===== config.mk =====
export PLATFORM = sky130hd
export DESIGN_NAME = eeprom_rx_fifo
export DESIGN_NICKNAME = d
export VERILOG_FILES = /design/src/rtl/eeprom_rx_fifo.sv
export SDC_FILE = /design/constraint.sdc
export NUM_CORES = 1
export LEC_CHECK = 0
export BUFFER_PORTS_ARGS = -buffer_cell sky130_fd_sc_hd__buf_2
export CORE_MARGIN = 2
export CORE_UTILIZATION = 50
export CTS_CLUSTER_SIZE = 40
export DETAILED_ROUTE_END_ITERATION = 8
export PLACE_DENSITY = 0.65
export SLEW_MARGIN = 20
export SYNTH_ARGS = -nofsm -noshare
export SYNTH_HDL_FRONTEND = slang
export SYNTH_SLANG_ARGS = --single-unit

===== constraint.sdc =====
create_clock -name CLOCK -period 4.8 [get_ports CLOCK]
set_input_delay 0.96 -clock CLOCK [delete_from_list [all_inputs] [get_ports CLOCK]]
set_output_delay 0.96 -clock CLOCK [all_outputs]
set_load 0.03 [all_outputs]

===== src/rtl/eeprom_rx_fifo.sv =====
// Receive FIFO for the CM811 EEPROM controller: serial engine writes, host drains.
// Define EEPROM_RX_FIFO_PARITY_EN to store and check an even-parity bit per word.
module eeprom_rx_fifo #(
  parameter int WIDTH      = 8,
  parameter int DEPTH      = 128,
  parameter int AFULL_LVL  = 120,
  parameter int AEMPTY_LVL = 8,
  parameter int PIPE       = 1,
  localparam int AW        = $clog2(DEPTH)
) (
  input  logic             CLOCK,
  input  logic             RESET_N,
  input  logic             WEN,
  input  logic [WIDTH-1:0] WDATA,
  input  logic             REN,
  output logic [WIDTH-1:0] RDATA,
  output logic             RVALID,
  output logic             FULL,
  output logic             EMPTY,
  output logic             AFULL,
  output logic             AEMPTY,
  output logic [AW:0]      COUNT,
  output logic             OVERFLOW,
  output logic             UNDERFLOW,
  output logic             PERR
);

`ifdef EEPROM_RX_FIFO_PARITY_EN
  localparam int MW = WIDTH + 1;
`else
  localparam int MW = WIDTH;
`endif

  localparam logic [AW:0] FULL_CNT   = (AW+1)'(DEPTH);
  localparam logic [AW:0] AFULL_CNT  = (AW+1)'(AFULL_LVL);
  localparam logic [AW:0] AEMPTY_CNT = (AW+1)'(AEMPTY_LVL);

  logic [MW-1:0]    mem [DEPTH];
  logic [AW-1:0]    wptr, rptr;
  logic [AW:0]      count_q, count_next;
  logic             read_accept, write_accept;
  logic [MW-1:0]    wr_word, rd_word;
  logic [WIDTH-1:0] s1_data;
  logic             s1_valid;

  assign read_accept  = REN & ~EMPTY;
  assign write_accept = WEN & (~FULL | read_accept);

`ifdef EEPROM_RX_FIFO_PARITY_EN
  assign wr_word = {^WDATA, WDATA};
`else
  assign wr_word = WDATA;
`endif

  always_comb begin
    count_next = count_q;
    case ({write_accept, read_accept})
      2'b10:   count_next = count_q + (AW+1)'(1);
      2'b01:   count_next = count_q - (AW+1)'(1);
      default: count_next = count_q;
    endcase
  end

  // NOTE: the storage array has no reset branch; clearing it would turn the
  // inferred RAM into flops and nothing depends on its contents after reset.
  always_ff @(posedge CLOCK) begin
    if (RESET_N && write_accept) mem[wptr] <= wr_word;
  end

  // NOTE: all state is updated with non-blocking assignments so every
  // register sees pre-edge values, independent of statement order.
  always_ff @(posedge CLOCK) begin
    if (!RESET_N) begin
      wptr      <= '0;
      rptr      <= '0;
      count_q   <= '0;
      FULL      <= 1'b0;
      EMPTY     <= 1'b1;
      AFULL     <= 1'b0;
      AEMPTY    <= 1'b1;
      OVERFLOW  <= 1'b0;
      UNDERFLOW <= 1'b0;
    end else begin
      if (write_accept) wptr <= wptr + 1'b1;
      if (read_accept)  rptr <= rptr + 1'b1;
      count_q   <= count_next;
      FULL      <= (count_next == FULL_CNT);
      EMPTY     <= (count_next == '0);
      AFULL     <= (count_next >= AFULL_CNT);
      AEMPTY    <= (count_next <= AEMPTY_CNT);
      OVERFLOW  <= WEN & ~write_accept;
      UNDERFLOW <= REN & EMPTY;
    end
  end

  assign COUNT   = count_q;
  assign rd_word = mem[rptr];

  // First read stage: the array fetch. Data holds between reads.
  always_ff @(posedge CLOCK) begin
    if (!RESET_N) begin
      s1_valid <= 1'b0;
      s1_data  <= '0;
    end else begin
      s1_valid <= read_accept;
      if (read_accept) s1_data <= rd_word[WIDTH-1:0];
    end
  end

`ifdef EEPROM_RX_FIFO_PARITY_EN
  logic s1_perr;
  always_ff @(posedge CLOCK) begin
    if (!RESET_N) s1_perr <= 1'b0;
    else          s1_perr <= read_accept & (^rd_word);
  end
`endif

  generate
    if (PIPE != 0) begin : g_pipe
      logic [WIDTH-1:0] s2_data;
      logic             s2_valid;
      always_ff @(posedge CLOCK) begin
        if (!RESET_N) begin
          s2_valid <= 1'b0;
          s2_data  <= '0;
        end else begin
          s2_valid <= s1_valid;
          if (s1_valid) s2_data <= s1_data;
        end
      end
      assign RDATA  = s2_data;
      assign RVALID = s2_valid;
`ifdef EEPROM_RX_FIFO_PARITY_EN
      logic s2_perr;
      always_ff @(posedge CLOCK) begin
        if (!RESET_N) s2_perr <= 1'b0;
        else          s2_perr <= s1_perr;
      end
      assign PERR = s2_perr;
`else
      assign PERR = 1'b0;
`endif
    end else begin : g_nopipe
      assign RDATA  = s1_data;
      assign RVALID = s1_valid;
`ifdef EEPROM_RX_FIFO_PARITY_EN
      assign PERR = s1_perr;
`else
      assign PERR = 1'b0;
`endif
    end
  endgenerate

endmodule


# Yosys cells after proc, flatten, opt, wreduce, memory -nomap -nowiden
# Memories as Yosys holds them, arrays and structs flattened. A register that Yosys moved wholly into a read port is not among the register bits.
# Cells that the tools add are included.
[op_classes] n_addsub=4 bitwise=8 n_eq_ne=3 magnitude_cmp=2 muxes=3 n_reduce_logical=3
[op_table] operator="case mux 8 bit (2 select lines)" count=1
[op_table] operator="adder 7 x 1 -> 7 bit, second input constant" count=2
[op_table] operator="adder 8 x 1 -> 8 bit, second input constant" count=1
[op_table] operator="equality test 8 bit, second input constant" count=1
[op_table] operator="greater-or-equal comparator 8 x 7 -> 1 bit, second input constant" count=1
[op_table] operator="less-or-equal comparator 8 x 4 -> 1 bit, second input constant" count=1
[op_table] operator="logical NOT 8 bit" count=1
[op_table] operator="subtractor 8 x 1 -> 8 bit, second input constant" count=1
[op_table] operator="AND 1 bit" count=4
[op_table] operator="NOT 1 bit" count=3
[op_table] operator="equality test 2 x 1 -> 1 bit, second input constant" count=1
[op_table] operator="equality test 2 bit, second input constant" count=1
[op_table] operator="two-way mux 1 bit" count=2
[op_table] operator="logical AND 1 bit" count=1
[op_table] operator="logical NOT 1 bit" count=1
[op_table] operator="bitwise OR 1 bit" count=1
[word_totals] regBits=38 output_inout_bits=24 memories=1 inputBits=12 ramBits=1024
[memory_table] name="mem" depth=128 word_bits=8 rd=1 rd_clocked_by_memory_dff=1 write_ports=1 line="38" text="logic [MW-1:0] mem [DEPTH];"

# Depth between registers and ports, before layout
# Gate-level depths: netlist of run 1.
[logic_depth] depth_word=7 depth_mapped=14

# Worst setup path after synthesis of run 1
# Ideal clock, no wire load.
[synth_path] path_type="input to register" from="input REN" to="register AFULL" stages=14 setup_ps=69 t_arrival_ps=3641 path_buffers=2 path_slack_ps=1091 cell_sequence="nand2b_1 -> a21boi_0 -> buf_2 -> inv_1 -> ha_1 -> buf_4 -> xor2_1 -> ha_1 -> a211o_1 -> a32oi_1 -> nor2_1 -> xnor2_1 -> or4b_1 -> o21ai_1"
[synth_via] elab_chain_len=6
[synth_lines] element="start, declared" line="15" text="input logic REN,"
[synth_lines] element="AND 1 bit *" line="46" text="assign read_accept = REN & ~EMPTY;"
[synth_lines] element="bitwise OR 1 bit" line="47" text="assign write_accept = WEN & (~FULL | read_accept);"
[synth_lines] element="AND 1 bit" line="47"
[synth_lines] element="equality test 2 x 1 -> 1 bit or equality test 2 bit (tied branches)" line="57" text="case ({write_accept, read_accept})"
[synth_lines] element="case mux 8 bit (2 select lines) *" line="57"
[synth_lines] element="greater-or-equal comparator 8 x 7 -> 1 bit *" line="89" text="AFULL <= (count_next >= AFULL_CNT);"
[synth_lines] element="end signal, assigned" line="89"
[synth_lines] element="end, declared" line="20" text="output logic AFULL,"
# Mark *: on every way between the ends. The rest lies on a longest branch, timed or not.
# A chain may end at the register's enable or synchronous reset.

# Worst setup path after layout of run 1
[layout_path] from="register EMPTY" to="register AFULL"
[layout_via] elab_chain_len=7
[layout_lines] element="start, declared" line="19" text="output logic EMPTY,"
[layout_lines] element="start signal, assigned" line="88" text="EMPTY <= (count_next == '0);"
[layout_lines] element="NOT 1 bit *" line="46"
[layout_lines] element="AND 1 bit *" line="46"
[layout_lines] element="bitwise OR 1 bit" line="47"
[layout_lines] element="AND 1 bit" line="47"
[layout_lines] element="equality test 2 x 1 -> 1 bit or equality test 2 bit (tied branches)" line="57"
[layout_lines] element="case mux 8 bit (2 select lines) *" line="57"
[layout_lines] element="greater-or-equal comparator 8 x 7 -> 1 bit *" line="89"
# Marks and branches as above.

==> results of run 1 <==
critical path: stages (launching register included):
cell      delay [ns]
dfxtp_1         0.32
nand2b_1        0.23
a21boi_0        0.49
inv_1           0.13
ha_1            0.20
buf_4           0.20
xor2_1          0.18
ha_1            0.27
a211o_1         0.31
a32oi_1         0.28
nor2_1          0.12
xnor2_1         0.16
or4b_1          0.52
o21ai_1         0.12
kinds of logic (layout without fill, tap and decap cells):
kind of cell,after synthesis,in the layout,synth area share (%)
xor gates and xnor gates,17,17,0.352
muxes,411,411,15.5
adders and majority gates,5,5,0.148
DFF,1070,1070,74.9
and+or+nand+nor,316,316,3.68
AOI/OAI and AO/OA,229,229,3.61
buffers and inverters,139,301,1.78
other,1,1,0.00887
registers in the layout, summed over array words and instances, names as in the netlist:
| register | cells |
|---|---|
| wptr | 7 |
| mem | 1024 |
| AEMPTY | 1 |
| EMPTY | 1 |
| s1_valid | 1 |
| s1_data | 8 |
| FULL | 1 |
| AFULL | 1 |
| RDATA | 8 |
| COUNT | 8 |
| OVERFLOW | 1 |
| rptr | 7 |
| UNDERFLOW | 1 |
| RVALID | 1 |
cells in the mapped netlist (13+ instances only):
master | instances | area share (%)
a211oi_1 | 15 | 0.27
a21oi_1 | 28 | 0.33
a22oi_1 | 13 | 0.23
and2_1 | 16 | 0.24
buf_2 | 38 | 0.45
buf_4 | 39 | 0.69
clkbuf_1 | 48 | 0.43
dfxtp_1 | 46 | 2.2
edfxtp_1 | 1024 | 73
mux2i_1 | 216 | 5.1
mux4_2 | 194 | 10
nand2_1 | 44 | 0.39
nand3_1 | 17 | 0.20
nand4_1 | 13 | 0.19
nor2_1 | 141 | 1.3
nor2b_1 | 28 | 0.41
o21ai_0 | 49 | 0.58
o221ai_1 | 23 | 0.48
o22ai_1 | 48 | 0.71
worst paths after layout:
kind	from	end	depth (start not counted)
max	EMPTY$_SDFF_PN1_	AFULL$_SDFF_PN0_	13
min	RDATA[4]$_SDFFE_PN0P_	RDATA[4]$_SDFFE_PN0P_	2
min reg2reg	RDATA[4]$_SDFFE_PN0P_	RDATA[4]$_SDFFE_PN0P_	2
max reg2reg	EMPTY$_SDFF_PN1_	AFULL$_SDFF_PN0_	13
metrics by stage:
| step | hold WS [ns] | cells | cell area (µm²) | utilization [%] | setup slack [ns] |
|---|---|---|---|---|---|
| 2_1_floorplan | 0.504 | 2188 | 42300 | - | 1.09 |
| 3_3_place_gp | 0.492 | 3286 | 43700 | 52.2 | 0.556 |
| 3_5_place_dp | 0.501 | 3286 | 43700 | 52.2 | 0.556 |
| 4_1_cts | 0.516 | 3484 | 47200 | 56.4 | 1.19 |
| 5_1_grt | 0.538 | 3484 | 47200 | 56.4 | 0.921 |
| 6_report | 0.521 | 3484 | 47200 | 56.4 | 1.21 |
power breakdown:
part / switching [mW] / leakage, nW / internal (mW)
Clock: 3.53 / 1.69 / 4.79
Combinational: 0.755 / 2.78 / 0.548
Sequential: 0.101 / 9.58 / 10.2
Total: 4.39 / 14.1 / 15.6
area by class of cell:
type	instances	area, µm²	share of cell area [%]
Inverter	6	22.5	0.0477
Timing Repair Buffer	97	762	1.61
Tap cell	1134	1420	3.00
Multi-Input combinational cell	979	9840	20.8
Sequential cell	1070	31700	67.1
Clock buffer	126	2760	5.84
Clock inverter	72	758	1.61
per-layer routing:
layer	wire [µm]	share of wire (%)	vias up	GRT usage (%)
met1	41900	42	11192	34.1
met5	0	0	-	0
met2	47900	47	919	37.4
met4	2680	2.7	0	6.51
li1	-	-	9089	-
met3	8470	8.4	160	4.83
==> reports/results.ini, run 1 <==
[job]
max-cap-violations = 0

[floorplanning]
io_pins = 36
die_area_um2 = 86900
fp-row-count = 106
start_util_pct = 50.5
die_x_um = 295
die_h_um = 295
core-area_um2 = 83700

[clock_tree]
cts-hold-fix-buffers = 0
clock_path_buffers = 3
post-cts-setup-buffer-count = 0
path_clk_slew_ns = 0.06
clock_latency_ns = 0.68
cts_tree = yes
ctsResizeCount = 0
cts.sinks = 1070
cts_buffers = 106
clockRootBuffer = clkbuf_16
cts_max_level = 3

[status]
status = complete, no violations

[timing]
setup-tns-final_ns = 0
rsz0062_at_grt = no
max_slew_margin_pct = 29.7
hold_viol_final = 0
slew_viol_final = 0
finalSetupViolCount = 0
fmax_mhz = 278
period_share_pct = 74.9
tightest_slew_ns = 1.05
finalClockSkew_ns = 0.0321
period_minus_slack_ns = 3.59

[setup_path]
start_kind = flop
cp.arrival_ns = 4.18
path_class = reg2reg
end_kind = flop
crit_fanout = 24
crit_required_ns = 5.39
rrSetupSlack_ns = 1.21

[routing]
vias = 21360
firstDrtPassIters = 5
wl_per_cell_um = 29.0
antenna_left = 0
drc = 0
via_per_inst = 6.13
first_iter_violations = 2766
drt-total-wl_um = 101000

[synth]
synth_area_um2 = 42300
syn_nets = 2205
ys_warn_count = 0
async_flop_share_pct = 0
synth-edff-count = 1024
synth_flop_cell = edfxtp_1
syn_inst = 2188
yosysSeqAreaShare_pct = 74.9
synth-seq-cells = 1070
avgSynthCellArea_um2 = 19.3
yosysUniqueCellTypes = 65

[global_route]
antenna_found_initial = 2
grt_pass1_wl_um = 149000
gr-usage-all-layers_pct = 23.8
grt_pass1_vias = 21474
grt_max_degree = 102
grt-ovfl-total = 0

[power_and_ir_drop]
ir_worst_vdd_mv = 0.370
finalPower_mw = 20.0
p_leak_nw = 14.1
p_per_area_nw_per_um2 = 423

[layout]
final_common_cell = edfxtp_1
layout-drive-gt1-share_pct = 19.9
fillCellCount = 6210
area_growth_pct = 11.8
layout.nets = 2277
final_cell_mix = edfxtp_1 (1,024), mux2i_1 (216), mux4_2 (194), nor2_1 (141), clkbuf_16 (107)
diodes = 0

[place]
port_buffers = 34
place_hpwl_um = 62800
finalWeightedCongestion = 0.911

[worst_hold_path]
hold_class = reg2reg

(Power assumes the default switching activity.)
==> inputs of run 2 (changes only) <==
==> constraint.sdc (replaced) <==
create_clock -name CLOCK -period 3.68 [get_ports CLOCK]
set_input_delay 0.736 -clock CLOCK [delete_from_list [all_inputs] [get_ports CLOCK]]
set_output_delay 0.736 -clock CLOCK [all_outputs]
set_load 0.03 [all_outputs]
==> run 2 against run 1 <==
  * Critical path type unchanged
  * Via count is 1.6% higher
  * Largest cell class unchanged
  * Utilization is 1.4 points higher
  * Maximum frequency is 15% higher
  * Sequential cell count stayed put
  * Wire length is 1.8% lower
  * Design area is 2.5% higher
==> reports/results.ini, run 2 (synthesis gave the netlist of run 1 again) <==
[job]
max-cap-violations = 0  ; unchanged

[timing]
finalHoldWorstSlack_ns = 0.305  ; -0.216 ns
setup-tns-final_ns = 0  ; unchanged
max_slew_margin_pct = 32.1  ; +2.4 points
finalSetupViolCount = 0  ; unchanged
rsz0062_at_grt = no
fmax_mhz = 320  ; +15%
tightest_slew_ns = 1.02  ; -0.0329 ns
slew_viol_final = 0  ; unchanged
fin_ws_ns = 0.552  ; -0.655 ns
finalClockSkew_ns = 0.0414  ; +0.00932 ns
period_minus_slack_ns = 3.13  ; -0.465 ns
hold_viol_final = 0  ; unchanged
period_share_pct = 85.0  ; +10 points

[clock_tree]
clockRootBuffer = clkbuf_16
clock_latency_ns = 0.70  ; +0.02 ns
ctsResizeCount = 0  ; unchanged
cts-hold-fix-buffers = 0  ; unchanged
cts_max_level = 3  ; unchanged
path_clk_slew_ns = 0.06  ; about the same
clock_path_buffers = 3  ; unchanged
cts.sinks = 1070  ; unchanged
cts_tree = yes
cts_buffers = 108  ; +1.9%
post-cts-setup-buffer-count = 0  ; unchanged

[layout]
final-seq-area_um2 = 31700  ; unchanged
final_common_cell = edfxtp_1
multi_input_area_um2 = 9840  ; unchanged
layout-drive-gt1-share_pct = 23.6  ; +3.7 points
final_cell_mix = edfxtp_1 (1,024), mux2i_1 (216), mux4_2 (194), buf_4 (183), nor2_1 (141)
post-route-util_pct = 57.8  ; +1.4 points
diodes = 0  ; unchanged
regMostFlops = mem
layout.nets = 2407  ; +5.7%
area_growth_pct = 14.5
design_area_um2 = 48400  ; +2.5%
largest_reg_flops = 1024  ; unchanged
final_cells = 3616  ; +3.8%
fillCellCount = 6149  ; -0.98%

[setup_path]
start_kind = flop
crit_fanout = 5  ; -79%
end_kind = flop
rrSetupSlack_ns = 0.55  ; -0.66 ns
crit_required_ns = 4.29  ; -1.10 ns
r2r-end = AFULL$_SDFF_PN0_
startpoint = EMPTY$_SDFF_PN1_
regToRegStartpoint = EMPTY$_SDFF_PN1_
rr_worst_depth = 12  ; -1
critPathMaxStageDelay_ns = 0.52  ; about the same
cp-endpoint = AFULL$_SDFF_PN0_
path_class = reg2reg
crit_chain = nand2b_1, a21boi_0, inv_1, ha_1, xor2_1, ha_1, a211o_1, a32oi_1, nor2_1, xnor2_1, or4b_1, o21ai_1
slowest_stage = or4b_1
cpMostUsedCell = ha_1
cp.arrival_ns = 3.74  ; -0.44 ns

[place]
place_area_um2 = 44800  ; +2.4%
dp.cells = 3414  ; +3.9%
port_buffers = 34  ; unchanged
finalWeightedCongestion = 0.895  ; -1.7%
place_hpwl_um = 62500  ; -0.54%
dp_worst_setup_slack_ns = 0.169  ; -0.387 ns

[floorplanning]
die_x_um = 295  ; unchanged
die_h_um = 295  ; unchanged
fp-row-count = 106  ; unchanged
core-area_um2 = 83700  ; unchanged
start_util_pct = 50.5  ; unchanged
io_pins = 36  ; unchanged
die_area_um2 = 86900  ; unchanged

[routing]
wl_per_cell_um = 27.4  ; -5.4%
antenna_left = 0  ; unchanged
firstDrtPassIters = 5  ; unchanged
first_iter_violations = 2140  ; -23%
drc = 0  ; unchanged
drt-total-wl_um = 99100  ; -1.8%
via_per_inst = 6.00  ; -2.1%
vias = 21696  ; +1.6%

[power_and_ir_drop]
ir_worst_vdd_mv = 0.434  ; +17%
finalPower_mw = 26.3  ; +32%
p_leak_nw = 14.8  ; +5.5%
p_per_area_nw_per_um2 = 544  ; +29%

[global_route]
grt_max_degree = 100  ; -2.0%
grt_pass1_wl_um = 147000  ; -1.6%
grt-ovfl-total = 0  ; unchanged
antenna_found_initial = 2  ; unchanged
gr-usage-all-layers_pct = 23.2  ; -0.52 points
grt_pass1_vias = 21970  ; +2.3%

[worst_hold_path]
hold_class = in2reg
hp-start = WEN

[status]
status = complete, no violations

run 2: cell count changes in the layout (fill, tap and decap cells not counted), sizes merged:
cell / delta
buf: +128
clkbuf: +24
clkinv: -8
clkinvlp: -7
inv: -5
run 2: power by group:
group	total [mW]	switching [mW]	internal (mW)	leakage, nW
sequential	13.5	0.0963	13.4	9.58
clock	11.1	4.56	6.54	1.76
combinational	1.76	0.999	0.758	3.48
run 2: layout make-up:
| class | count | share of cell area (%) |
|---|---|---|
| clock buffer | 150 | 6.18 |
| inverter | 6 | 0.0465 |
| multi-input combinational | 979 | 20.3 |
| timing repair buffer | 225 | 3.75 |
| sequential | 1070 | 65.5 |
| clock inverter | 52 | 1.31 |
| tap | 1134 | 2.93 |
run 2: worst max-delay path: cells and delay by family (launching register included):
| kind | cells | cell delay (ns) |
|---|---|---|
| buffers and inverters | 1 | 0.11 |
| AO/OA/AOI/OAI | 4 | 0.96 |
| flip-flops | 1 | 0.32 |
| XOR/XNOR | 2 | 0.32 |
| AND/OR/NAND/NOR | 3 | 0.84 |
| adder cells (fa/ha/maj) | 2 | 0.50 |
run 2: how the worst min path moves through the flow:
stage,to,cells past startpoint
6_report,OVERFLOW$_SDFF_PN0_,2
5_1_grt,OVERFLOW$_SDFF_PN0_,2
3_5_place_dp,UNDERFLOW$_SDFF_PN0_,1
3_3_place_gp,RDATA[6]$_SDFFE_PN0P_,2
2_1_floorplan,RDATA[2]$_SDFFE_PN0P_,2
4_1_cts,OVERFLOW$_SDFF_PN0_,2
run 2: layer usage:
metal	vias up	track usage, %	routed length [µm]	share of wire [%]
li1	9348	-	-	-
met1	11347	33.5	42100	42
met2	828	36.2	46700	47
met3	171	4.27	7540	7.6
met4	2	7.52	2730	2.8
met5	-	0	11	0.011
